===== src/rtl/gray_cmd_feeder.sv =====
// gray_cmd_feeder: command source for the gray-code sequencer FSM.
// The host pushes {cmd, rep} entries into a small FIFO over valid/ready.
// A two-state slot FSM pops entries and holds each command on the registered
// cmd output for (rep+1) clocks. It presents IDLE_CMD when no command is
// active. The run input pauses the read side and flush clears everything.
module gray_cmd_feeder #(
  parameter int unsigned DEPTH    = 4,
  parameter int unsigned REP_W    = 4,
  parameter logic [3:0]  IDLE_CMD = 4'b0000
) (
  input  logic                     clk,
  input  logic                     rst_n,
  input  logic                     in_valid,
  output logic                     in_ready,
  input  logic [3:0]               in_cmd,
  input  logic [REP_W-1:0]         in_rep,
  input  logic                     run,
  input  logic                     flush,
  output logic [3:0]               cmd,
  output logic                     active,
  output logic [$clog2(DEPTH):0]   level,
  output logic                     starve
);

  localparam int unsigned AW = $clog2(DEPTH);
  localparam int unsigned LW = AW + 1;

  // A non power-of-2 depth would break natural pointer wrap, so reject it early.
  if (DEPTH < 2 || (DEPTH & (DEPTH - 1)) != 0) begin : g_bad_depth
    $error("gray_cmd_feeder: DEPTH must be a power of 2 and >= 2");
  end

  typedef enum logic {
    S_IDLE   = 1'b0,
    S_ACTIVE = 1'b1
  } state_t;

  typedef struct packed {
    logic [3:0]       cmd;
    logic [REP_W-1:0] rep;
  } entry_t;

  entry_t           r_mem [DEPTH];
  logic [AW-1:0]    r_wr_ptr;
  logic [AW-1:0]    r_rd_ptr;
  logic [LW-1:0]    r_level;

  state_t           r_state;
  logic [3:0]       r_cmd;
  logic [REP_W-1:0] r_hold;
  logic             r_starve;

  state_t           w_state_next;
  logic [3:0]       w_cmd_next;
  logic [REP_W-1:0] w_hold_next;
  logic             w_starve_next;

  logic             w_push;
  logic             w_done;
  logic             w_pop;
  logic             w_level_nz;
  entry_t           w_head;

  // in_ready comes only from the registered level. A pop in the same cycle
  // does not free a slot for the push.
  assign in_ready   = (r_level != LW'(DEPTH));
  assign w_level_nz = (r_level != '0);
  assign w_head     = r_mem[r_rd_ptr];

  // The current slot is finished when we may advance and nothing is held.
  assign w_done = run && ((r_state == S_IDLE) || (r_hold == '0));
  assign w_push = in_valid && in_ready && !flush;
  assign w_pop  = w_done && w_level_nz && !flush;

  assign cmd    = r_cmd;
  assign active = (r_state == S_ACTIVE);
  assign level  = r_level;
  assign starve = r_starve;

  // FIFO storage write port.
  // NOTE: the storage array is deliberately not reset. The pointers and level gate every read, so stale contents are never observed.
  always_ff @(posedge clk) begin
    if (w_push) begin
      r_mem[r_wr_ptr] <= entry_t'({in_cmd, in_rep});
    end
  end

  // FIFO pointers and occupancy. Flush wins over push and pop.
  // NOTE: sequential state uses non-blocking (<=), so every register updates from pre-edge values.
  always_ff @(posedge clk or negedge rst_n) begin
    if (!rst_n) begin
      r_wr_ptr <= '0;
      r_rd_ptr <= '0;
      r_level  <= '0;
    end else if (flush) begin
      r_wr_ptr <= '0;
      r_rd_ptr <= '0;
      r_level  <= '0;
    end else begin
      if (w_push) begin
        r_wr_ptr <= r_wr_ptr + AW'(1);
      end
      if (w_pop) begin
        r_rd_ptr <= r_rd_ptr + AW'(1);
      end
      case ({w_push, w_pop})
        2'b10:   r_level <= r_level + LW'(1);
        2'b01:   r_level <= r_level - LW'(1);
        default: r_level <= r_level;
      endcase
    end
  end

  // Slot FSM state register together with its registered outputs.
  always_ff @(posedge clk or negedge rst_n) begin
    if (!rst_n) begin
      r_state  <= S_IDLE;
      r_cmd    <= IDLE_CMD;
      r_hold   <= '0;
      r_starve <= 1'b0;
    end else begin
      r_state  <= w_state_next;
      r_cmd    <= w_cmd_next;
      r_hold   <= w_hold_next;
      r_starve <= w_starve_next;
    end
  end

  // Slot FSM next-state logic: pop, expire to idle with starve, or count down.
  // NOTE: every signal gets a default first, so no latch is inferred.
  always_comb begin
    w_state_next  = r_state;
    w_cmd_next    = r_cmd;
    w_hold_next   = r_hold;
    w_starve_next = 1'b0;
    if (flush) begin
      w_state_next = S_IDLE;
      w_cmd_next   = IDLE_CMD;
      w_hold_next  = '0;
    end else if (w_done) begin
      if (w_level_nz) begin
        w_state_next = S_ACTIVE;
        w_cmd_next   = w_head.cmd;
        w_hold_next  = w_head.rep;
      end else if (r_state == S_ACTIVE) begin
        w_state_next  = S_IDLE;
        w_cmd_next    = IDLE_CMD;
        w_hold_next   = '0;
        w_starve_next = 1'b1;
      end
    end else if ((r_state == S_ACTIVE) && run) begin
      // Not done while active means hold > 0 here.
      w_hold_next = r_hold - REP_W'(1);
    end
  end

endmodule


===== config.mk =====
export PLATFORM = sky130hd
export DESIGN_NAME = gray_cmd_feeder
export DESIGN_NICKNAME = d
export VERILOG_FILES = /design/src/rtl/gray_cmd_feeder.sv
export SDC_FILE = /design/constraint.sdc
export NUM_CORES = 1
export LEC_CHECK = 0
export CORE_MARGIN = 3
export CORE_UTILIZATION = 46
export DETAILED_ROUTE_END_ITERATION = 12
export PLACE_DENSITY = 0.66
export SYNTH_ARGS = -nofsm -noshare
export SYNTH_HDL_FRONTEND = slang
export SYNTH_SLANG_ARGS = --single-unit
export TNS_END_PERCENT = 20

===== constraint.sdc =====
create_clock -name clk -period 2.8 [get_ports clk]
set_input_delay 0.28 -clock clk [delete_from_list [all_inputs] [get_ports clk]]
set_output_delay 0.28 -clock clk [all_outputs]
set_load 0.02 [all_outputs]

==> impl_results.md <==
* First-pass GRT wire length at 7020 µm
* Area Overhead vs Synth at 16.7%
* Initial core utilization at 49.6%
* Reg2reg start: level[1]
* Slew Limit Fails at 0
* Synth Register Bits at 49
* Number of max-cap violations at 0
* Clock skew at 0.00880 ns
* Die Wd at roughly 76 µm
* DP HPWL at 2950 µm
* Power Density at around 860 nW/µm²
* Pin count of the biggest net entering global routing at 20
* Startpoint types: register
* Drt total wl at 4210 µm
* Drt first pass iters at 4
* Clk sinks at 49
* Largest fanout on the critical path at 7
* Synth Flop Type: edfxtp_1
* Worst endpoint data arrival time at around 2.7 ns
* Syn Inst Count at 158
* Routed Antenna Nets at 0
* Root Driver: clkbuf_8
* Setup TNS at 0 ns
* Fmax at 401 MHz
* CORE AREA at 4530 µm²
* Die Ht at 76.0 µm
* Worst-skew pair later-pin latency at 0.30 ns
* Leak Pwr at 0.000941 µW
* Fin Hold WS at 0.433 ns
* Worst-Margin Slew at about 0.78 ns
* Hold-fix buffers at CTS at 0
* Sequential area share after synthesis at 61.6%
* Post-CTS Setup Inserts at 0
* TritonCTS Buffers at 5
* Hold Crit Class: primary input to asynchronous set/reset pin
* Slew HR at roughly 48%
* R2R Setup Slk at 0.31 ns
* Final hold vios at 0
* Number of global-route vias before repair at 1,410
* DRC Markers at 0
* Initial antenna violation count at 0
* # IOs at 23
* CTS max path bufs at 2
* Via count at 1,356
* Antenna diode count at 0
* Unrepaired setup endpoints after global routing: false
* Drt wl/cell at 16.9 µm
* Mean post-synth cell area at 14.2 µm²
* Worst path required time at 3.02 ns
* Full die area at slightly below 6000 µm²
* Register clock-pin slew on the reported worst setup and hold paths at 0.09 ns
* Unique masters post-synth at 44
* CP Capture Type: register
* Fin crit share at 89.1%
* CTS tree: yes
* R2R Path End: level[2]
* Ys Warns at 0
* Net Count, Synth at 178
* Minimum clock period at ~2.5 ns
* Post-synth EDFFs at 32
* IO Port Bufs at 22
* CTS H-tree lvls at 2
* GR Util All Layers at roughly 16%
* Grt total ovfl at 0
* Netlist Area Pre-Place at 2250 µm²
* Post-CTS Resized at 0
* Cell Rows at 24
* Worst Setup Path Type: register to register
* Async S/R FF share, synth at a little over a third
* Setup violators final at 0
* Vias per cell at roughly 5.4
* Status: finished clean
* Nets at ~200
* Placer Congestion at 0.806
* Layout cells sized above 1 at 14.7%
* Peak VDD IR at ~370 µV
* Initial DRC Count at 136
* R2R depth at 7
[layout by cell type, fill, tap and decap left out, types with 6 or more instances in the layout]
cell type	count
clkdlybuf4s50_1	22
nor2_1	14
edfxtp_1	32
mux4_2	8
ha_1	6
nand2_1	8
dfrtp_1	17
[synth_stat cells, types with 2 or more instances]
cell	count	area, µm²
a211oi_1	3	22.5
a21oi_1	5	25.0
a22oi_1	4	30.0
a31oi_1	3	18.8
and2_1	4	25.0
buf_6	2	22.5
clkbuf_1	5	18.8
dfrtp_1	17	425
edfxtp_1	32	961
ha_1	6	75.1
inv_1	5	18.8
mux4_2	8	180
nand2_1	8	30.0
nand3_1	3	15.0
nor2_1	14	52.6
nor2b_1	4	25.0
nor3_1	4	20.0
o221ai_1	2	17.5
o22ai_1	2	12.5
xnor2_1	2	17.5
xor2_1	2	17.5
[worst max path at each step]
stage                        start  endpoint  slack [ns]
final                     level[1]  level[2]        0.31
after global routing      level[1]  level[2]        0.18
after CTS                 level[1]  level[2]        0.34
after detailed placement       run  level[1]        0.30
after global placement         run  level[1]        0.39
after floorplan           level[1]  level[1]        0.32
[sequential cells by signal, summed over array words and instances, names as in the netlist]
register  count
level         3
cmd           4
r_mem        32
active        1
r_hold        4
r_wr_ptr      2
starve        1
r_rd_ptr      2
[worst max-delay path, cell delays in order (launching register included)]
cell       delay, ns
dfrtp_1         0.48
or3_1           0.53
a21boi_4        0.19
and3b_1         0.18
fa_1            0.42
a2111oi_0       0.30
o21bai_1        0.14
a31oi_1         0.17
[per-layer routing]
metal	vias up	routed length, µm	track usage [%]
met5	-	0	0
met4	0	47	5.62
met3	6	156	3.67
met2	34	2140	25.5
met1	671	1860	20.4
li1	645	-	-
[through the flow]
stage	total power, µW	utilization (%)	cell area [µm²]	instances	worst slack, ns
2_1_floorplan	1630	-	2250	158	0.324
3_3_place_gp	1850	56.0	2540	241	0.392
3_5_place_dp	1880	56.0	2540	241	0.299
4_1_cts	2290	57.9	2630	249	0.335
5_1_grt	2430	57.9	2630	249	0.181
6_report	2270	57.9	2630	249	0.306
[area by class of cell]
type                    instances  area, µm²
clock buffers                   6       72.6
clock inverters                 2       13.8
fillers                       358       1910
inverters                       5       18.8
multi-input cells              95        796
flip-flops and latches         49       1390
well taps                      65       81.3
repair buffers                 27        258
[power breakdown]
part           internal (µW)  switching (µW)  total [µW]
Clock                    178             222         400
Combinational            404             470         874
Sequential               875             121         996
[kinds of logic (layout without fill, tap and decap cells)]
kind of cell,Yosys count,after routing,share of synthesized area [%]
fa+ha+maj,7,7,4.22
buf+inv,14,40,3.06
flops,49,49,61.6
simple gates,45,45,10.7
mux,9,9,8.45
xor+xnor,4,4,1.56
compound gates,30,30,10.4
Power figures use the tool's default switching activity.
